$ cat config.mk
export PLATFORM = sky130hd
export DESIGN_NAME = encoder8to3_queue
export DESIGN_NICKNAME = d
export VERILOG_FILES = /design/src/rtl/encoder8to3_queue.sv
export SDC_FILE = /design/constraint.sdc
export NUM_CORES = 1
export LEC_CHECK = 0
export CAP_MARGIN = 20
export CORE_MARGIN = 5
export CORE_UTILIZATION = 46
export DETAILED_ROUTE_END_ITERATION = 8
export GPL_TIMING_DRIVEN = 0
export PLACE_DENSITY = 0.74
export REMOVE_ABC_BUFFERS = 1
export SLEW_MARGIN = 15
export SYNTH_ARGS = -nofsm -noshare
export SYNTH_HDL_FRONTEND = slang
export SYNTH_SLANG_ARGS = --single-unit
$ cat constraint.sdc
create_clock -name Clock -period 1.6 [get_ports Clock]
set_input_delay 0.16 -clock Clock [delete_from_list [all_inputs] [get_ports Clock]]
set_output_delay 0.16 -clock Clock [all_outputs]
set_load 0.1 [all_outputs]
$ cat src/rtl/encoder8to3_queue.sv
// Sequential 8-to-3 priority encoder: buffers request lines in a pending register
// and presents the highest pending index under a VALID/ACK handshake.
module encoder8to3_queue (
    input  logic Clock,
    input  logic Reset,
    input  logic EN,
    input  logic Y0,
    input  logic Y1,
    input  logic Y2,
    input  logic Y3,
    input  logic Y4,
    input  logic Y5,
    input  logic Y6,
    input  logic Y7,
    input  logic ACK,
    output logic W2,
    output logic W1,
    output logic W0,
    output logic VALID,
    output logic OVF,
    output logic EMPTY
);

    typedef enum logic [0:0] {StIdle, StPresent} state_e;

    state_e      state_q, state_d;
    logic [7:0]  pend_q, pend_d;
    logic [2:0]  w_q, w_d;
    logic        valid_q, valid_d;
    logic        ovf_q, ovf_d;

    logic [7:0]  req;
    logic [7:0]  cap;
    logic [7:0]  clr;
    logic [2:0]  top_idx;

    assign req = {Y7, Y6, Y5, Y4, Y3, Y2, Y1, Y0};
    assign cap = EN ? req : 8'h00;
    assign clr = (state_q == StPresent && ACK) ? (8'h01 << w_q) : 8'h00;

    // Ascending scan so the highest set bit is the one that sticks.
    always_comb begin
        top_idx = 3'd0;
        for (int i = 0; i < 8; i++) begin
            if (pend_q[i]) top_idx = 3'(i);
        end
    end

    always_comb begin
        // Set wins over clear when a served bit is re-requested on its ACK cycle.
        pend_d  = (pend_q & ~clr) | cap;
        ovf_d   = |(cap & pend_q & ~clr);
        state_d = state_q;
        w_d     = w_q;
        valid_d = valid_q;
        unique case (state_q)
            StIdle: begin
                valid_d = 1'b0;
                if (pend_q != 8'h00) begin
                    w_d     = top_idx;
                    valid_d = 1'b1;
                    state_d = StPresent;
                end
            end
            StPresent: begin
                if (ACK) begin
                    valid_d = 1'b0;
                    state_d = StIdle;
                end
            end
            default: begin
                state_d = StIdle;
                valid_d = 1'b0;
            end
        endcase
    end

    always_ff @(posedge Clock or posedge Reset) begin
        if (Reset) begin
            state_q <= StIdle;
            pend_q  <= 8'h00;
            w_q     <= 3'd0;
            valid_q <= 1'b0;
            ovf_q   <= 1'b0;
        end else begin
            state_q <= state_d;
            pend_q  <= pend_d;
            w_q     <= w_d;
            valid_q <= valid_d;
            ovf_q   <= ovf_d;
        end
    end

    assign {W2, W1, W0} = w_q;
    assign VALID        = valid_q;
    assign OVF          = ovf_q;
    assign EMPTY        = (pend_q == 8'h00) && !valid_q;

endmodule

==> out/metrics.cfg, run 1 <==
[worst_setup_path]
r2r-end = OVF
reg2reg_setup_slack_ns = 0.15
end_kind = output port
worstPathRequired_ns = 1.44
critical_path_class = reg2out
worstPathMaxFanout = 5
crit_path_start_kind = flip-flop
r2r-start = w_q[1]
worstRegToRegCells = 4
crit_arrival_ns = 1.53

[global_route]
grt_start_max_net_pins = 15
grt_pass1_vias = 618
grt_overflow = 0
antenna_found_initial = 0
grt_pass1_wl_um = 2680
grt_usage_pct = 14.1

[synthesis]
synthCells = 77
syn-cell-area_sq_um = 706
synth_seq_cells = 14
synth_seq_area_share_pct = 49.6
syn_avg_cell_area_sq_um = 9.16
yosys_warnings = 0
ys_types = 23

[die]
die_w_um = 49.2
start_util_pct = 47.4
die_area_sq_mm = 0.00242
core_sq_mm = 0.00149
ios = 18
fp-row-count = 14
die_h_um = 49.2

[clock_tree]
clock-sinks = 14
cts_buffer_depth = 2
clockRootBuffer = clkbuf_4
cts_tree = done
clock_latency_ns = 0.28
postCtsSetupBuffers = 0
cts_inserted_buffers = 3
ctsHoldBuffers = 0
path_clk_slew_ns = 0.08
h-tree-depth = 1

[detailed_routing]
ant_nets = 0
met2_length_um = 735
dr.pass1.iters = 4
drt-met1-wl_um = 722
highest-signal-layer = met4
met3_length_um = 87
vias_per_cell = 5.74
vias = 631
drc = 0
drt_iter0_drc = 12
drt-total-wl_um = 1560
wire_per_inst_um = 14.2

[run_status]
violations = setup timing
status = finished with violations

[timing]
finalSetupViolations = 1
fmax_mhz = 593
tightest_slew_ns = 0.598
maxSlewViolCount = 0
slew_headroom_pct = 59.9
period_minus_slack_ns = 1.69
rsz0062_at_grt = true
clock_skew_ns = 0.00588
fin_setup_tns_ns = -0.0868
whs_ns = 0.214
timing.final.ws_setup_ns = -0.0868
min_period_over_period_pct = 105
hold_viol_final = 0

[hold_path]
hold_path.class = in2async

[final_layout]
area_growth_pct = 29.1
drive_above_1_share_pct = 16.0
nNetsFinal = 108
nFillCells = 125
diodes = 0

[power]
vdd_drop_max_mv = 1.25
powerDensity_mw_per_mm2 = 1620
pwr-share-clk_pct = 13.1
leakagePower_uw = 0.000407
seqPwrFrac_pct = 40.7
p_int_uw = 749
switchingPower_uw = 726
sw_frac_of_total_pct = 49.2
p_comb_share_pct = 46.2

[run]
drv_cap = 0

[placed_design]
place_congestion = 0.833
io_buffer_count = 17
dpl.hpwl_um = 1120

==> worst max-delay path, cell delays in order (launching register included) <==
cell and delay [ns]:
dfrtp_2 0.45, nor4_4 0.32, nand3_1 0.13, nor2_2 0.11, buf_6 0.23
==> through the flow <==
stage	utilization, %	power, uW	area [sq um]	std cells	setup slack [ns]
after floorplan	-	1100	689	74	-0.716
after global placement	59.1	1280	880	107	-0.710
after detailed placement	59.1	1290	880	107	-0.703
after CTS	61.7	1480	918	110	-0.0998
after global routing	61.2	1570	911	110	-0.190
final	61.2	1470	911	110	-0.0868
==> cell type report <==
type | instances | area, sq um | area share, %
flip-flops and latches | 14 | 353 | 38.7
well taps | 16 | 20.0 | 2.20
multi-input cells | 54 | 329 | 36.1
clock buffers | 3 | 22.5 | 2.47
inverters | 6 | 22.5 | 2.47
repair buffers | 17 | 164 | 18.0
==> synth_stat cells (all sizes together) <==
cell,count,area [sq um]
o21bai,1,7.51
a21o,1,7.51
o22ai,1,6.26
and3,1,6.26
and3b,1,8.76
inv,6,22.5
nor4,2,18.8
nand2b,1,6.26
a31o,1,8.76
a41oi,1,8.76
a21oi,5,25.0
nand2,11,41.3
nor2,6,22.5
a31oi,5,31.3
buf,3,16.3
nand3,5,25.0
a22o,8,70.1
dfrtp,14,350
nor3,2,10.0
nor2b,2,12.5
==> registers in the layout, indices dropped and copies added, names as in the netlist <==
register	cells
OVF	1
state_q	1
pend_q	8
VALID	1
w_q	3
==> metal layers <==
layer  up-vias  global-route usage, %
li1        313                      -
met1       296                   17.4
met2        18                   22.3
met3         4                   4.59
met4         0                   5.38
met5         -                      0
==> worst max path at each step <==
stage                  to       from  cells after the start
floorplan           EMPTY      VALID                      1
global placement    EMPTY  pend_q[5]                      4
detailed placement  EMPTY  pend_q[5]                      4
CTS                 EMPTY  pend_q[5]                      4
global route        EMPTY  pend_q[5]                      4
finish              EMPTY  pend_q[5]                      4
==> kinds of logic (layout without fill, tap and decap cells) <==
group / Yosys count / in the layout / synth area share (%)
flip-flops: 14 / 14 / 49.6
AND/OR/NAND/NOR: 31 / 31 / 21.5
buffers and inverters: 9 / 26 / 5.50
AO/OA/AOI/OAI: 23 / 23 / 23.4
==> what timing repair did <==
| action | 4_1_cts | 5_1_grt |
|---|---|---|
| gates resized for setup | 23 | 7 |
| gates cloned | 0 | 0 |
| pin swaps | 0 | 0 |
| setup endpoints to repair | 6 | 5 |
==> cell usage in the layout, fill, tap and decap left out, types with 2 or more instances in the layout <==
| cell type | instances |
|---|---|
| dfrtp_1 | 12 |
| nand2_1 | 11 |
| clkdlybuf4s50_1 | 11 |
| a22o_1 | 8 |
| inv_1 | 6 |
| nor2_1 | 5 |
| a31oi_1 | 5 |
| a21oi_1 | 5 |
| nand3_1 | 5 |
| clkbuf_4 | 3 |
| nor3_1 | 2 |
| nor2b_1 | 2 |
| clkdlybuf4s15_2 | 2 |
| dfrtp_2 | 2 |
==> power by group through the flow <==
stage	registers [uW]	logic [uW]	clock network (uW)
3_5_place_dp	593	696	0
3_3_place_gp	587	691	0
2_1_floorplan	862	238	0
4_1_cts	595	686	203
5_1_grt	628	720	223
6_report	601	681	193
No activity file was read; power rests on OpenSTA's default activity.
==> run 2: changes to the inputs <==
Settings changed: CORE_MARGIN 5 to 4.
==> run 2 against run 1 <==
Sequential share of layout area shrank 0.80 points. Total power increased by 1.9%. Routed wire length is 11% higher. Global-route usage increased by 5.4 points. Via count rose by 4.9%. Largest power group unchanged. Cell area is 2.5% higher. Worst setup slack gained 0.012 ns. The run still ends with setup timing left. Critical path depth is the same. Hold slack improved by 0.0093 ns. Die area is 8.0% lower. Register-to-register slack lost 0.09 ns.
==> out/metrics.cfg, run 2 (same netlist as run 1, synthesis figures left out) <==
[placed_design]
dpl.hpwl_um = 1210  ; was 1120 um
place_congestion = 0.787  ; was 0.833
io_buffer_count = 17  ; unchanged

[detailed_routing]
drt-total-wl_um = 1740  ; was 1560 um
ant_nets = 0  ; unchanged
drt_iter0_drc = 21  ; was 12
wire_per_inst_um = 15.7  ; was 14.2 um
dr.pass1.iters = 4  ; unchanged
vias = 662  ; was 631
drc = 0  ; unchanged
vias_per_cell = 5.96  ; was 5.74

[power]
leakagePower_uw = 0.000419  ; was 0.000407 uW
finalPower_uw = 1500  ; was 1470 uW
powerDensity_mw_per_mm2 = 1610  ; was 1620 mW/mm^2
vdd_drop_max_mv = 1.51  ; was 1.25 mV

[die]
start_util_pct = 51.6  ; was 47.4%
die_w_um = 47.2  ; was 49.2 um
fp-row-count = 13  ; was 14
die_h_um = 47.2  ; was 49.2 um
ios = 18  ; unchanged
core_sq_mm = 0.00137  ; was 0.00149 sq mm
die_area_sq_mm = 0.00222  ; was 0.00242 sq mm

[run_status]
violations = setup timing  ; unchanged
status = finished with violations  ; unchanged

[timing]
min_period_over_period_pct = 105  ; about the same
maxSlewViolCount = 0  ; unchanged
timing.final.ws_setup_ns = -0.0751  ; was -0.0868 ns
whs_ns = 0.224  ; was 0.214 ns
rsz0062_at_grt = true  ; unchanged
hold_viol_final = 0  ; unchanged
tightest_slew_ns = 0.584  ; was 0.598 ns
fmax_mhz = 597  ; was 593 MHz
period_minus_slack_ns = 1.68  ; was 1.69 ns
finalSetupViolations = 1  ; unchanged
clock_skew_ns = 0.000584  ; was 0.00588 ns
slew_headroom_pct = 60.9  ; was 59.9%

[worst_setup_path]
worstRegToRegCells = 4  ; unchanged
worstPathMaxFanout = 4  ; was 5
max_stage_delay_ns = 0.45  ; about the same
cp.depth = 4  ; unchanged
critical_path_class = reg2out  ; unchanged
crit_path_start_kind = flip-flop  ; unchanged
slowest_stage = dfrtp_2  ; unchanged
critPathTopFamily = simple AND/OR/NAND/NOR gates  ; unchanged
end_kind = output port  ; unchanged
path_cells = nor4_4, nand3_1, nor2_2, buf_12  ; was nor4_4, nand3_1, nor2_2, buf_6
crit_arrival_ns = 1.52  ; was 1.53 ns
worstPathRequired_ns = 1.44  ; about the same
path_buf_inv = 1  ; unchanged

[global_route]
antenna_found_initial = 0  ; unchanged
grt_usage_pct = 19.4  ; was 14.1%
grt_pass1_vias = 659  ; was 618
grt_pass1_wl_um = 2880  ; was 2680 um
grt_overflow = 0  ; unchanged
grt_start_max_net_pins = 15  ; unchanged

[final_layout]
nNetsFinal = 110  ; was 108
diodes = 0  ; unchanged
regMostFlops = pend_q  ; unchanged
reg.largest.list = pend_q (8), w_q (3)  ; unchanged
layout_common_cells = 11 x dfrtp_1, 11 x nand2_1, 11 x clkdlybuf4s50_1, 8 x a22o_1, 6 x inv_1  ; was 12 x dfrtp_1, 11 x nand2_1, 11 x clkdlybuf4s50_1, 8 x a22o_1, 6 x inv_1
fin_util_pct = 68.3  ; was 61.2%
area_growth_pct = 32.3  ; was 29.1%
largest_register_ffs = 8  ; unchanged
drive_above_1_share_pct = 17.7  ; was 16.0%
nFillCells = 105  ; was 125

[clock_tree]
cts_tree = done  ; unchanged
ctsHoldBuffers = 0  ; unchanged
clock-sinks = 14  ; unchanged
path_clk_slew_ns = 0.08  ; about the same
clock_latency_ns = 0.28  ; about the same
clockRootBuffer = clkbuf_4  ; unchanged
h-tree-depth = 1  ; unchanged
cts_inserted_buffers = 3  ; unchanged
cts_buffer_depth = 2  ; unchanged

[hold_path]
hold_path.class = in2async  ; unchanged

[run]
drv_cap = 0  ; unchanged

run 2: cell types whose count changed in the layout (fill, tap and decap cells not counted):
cell | previous run | this run
buf_4 | 0 | 2
and3_1 | 0 | 1
and3_2 | 1 | 0
buf_12 | 0 | 1
buf_6 | 1 | 0
dfrtp_1 | 12 | 11
dfrtp_2 | 2 | 3
run 2: path summary, 6_finish.rpt:
path                       slack (ns)       from         to
setup / recovery                -0.08  pend_q[6]      EMPTY
hold / removal                   0.22      Reset  pend_q[7]
setup reg to reg                 0.06    state_q        OVF
hold reg to reg                  0.54  pend_q[0]  pend_q[0]
max in group asynchronous        0.97      Reset  pend_q[4]
min in group Clock               0.52         Y7  pend_q[7]
run 2: what timing repair did:
| action | CTS | global route |
|---|---|---|
| buffers inserted | 0 | 2 |
| pin swaps | 0 | 1 |
| setup endpoints to repair | 6 | 4 |
| gates resized for setup | 23 | 9 |
run 2: stage by stage:
stage          setup WS [ns]  instance area, sq um  std cells  TNS (ns)
4_1_cts               -0.115                   917        109    -0.115
2_1_floorplan         -0.716                   689         74     -1.55
6_report             -0.0751                   933        111   -0.0751
5_1_grt               -0.163                   933        111    -0.163
3_5_place_dp          -0.714                   878        106     -1.40
3_3_place_gp          -0.708                   878        106     -1.39
run 2: where the power goes:
group | switching, uW | internal, uW | total (uW) | leakage (uW)
clock | 114 | 87.3 | 201 | 0.0000138
combinational | 483 | 215 | 698 | 0.000267
sequential | 146 | 456 | 602 | 0.000138
run 2: metal layers:
metal | up-vias | wire length [um] | track usage, % | part of all wire [%]
li1 | 316 | - | - | -
met1 | 315 | 754 | 24.7 | 43
met2 | 25 | 804 | 29.8 | 46
met3 | 6 | 130 | 3.83 | 7.5
met4 | 0 | 50 | 12.7 | 2.9
met5 | - | 0 | 0 | 0
run 2: area by class of cell:
class                      instances  area, sq um  area share, %
tap                               15         18.8           2.01
inverter                           6         22.5           2.41
multi-input combinational         54          328           35.1
timing repair buffer              19          188           20.1
clock buffer                       3         22.5           2.41
sequential                        14          354           37.9
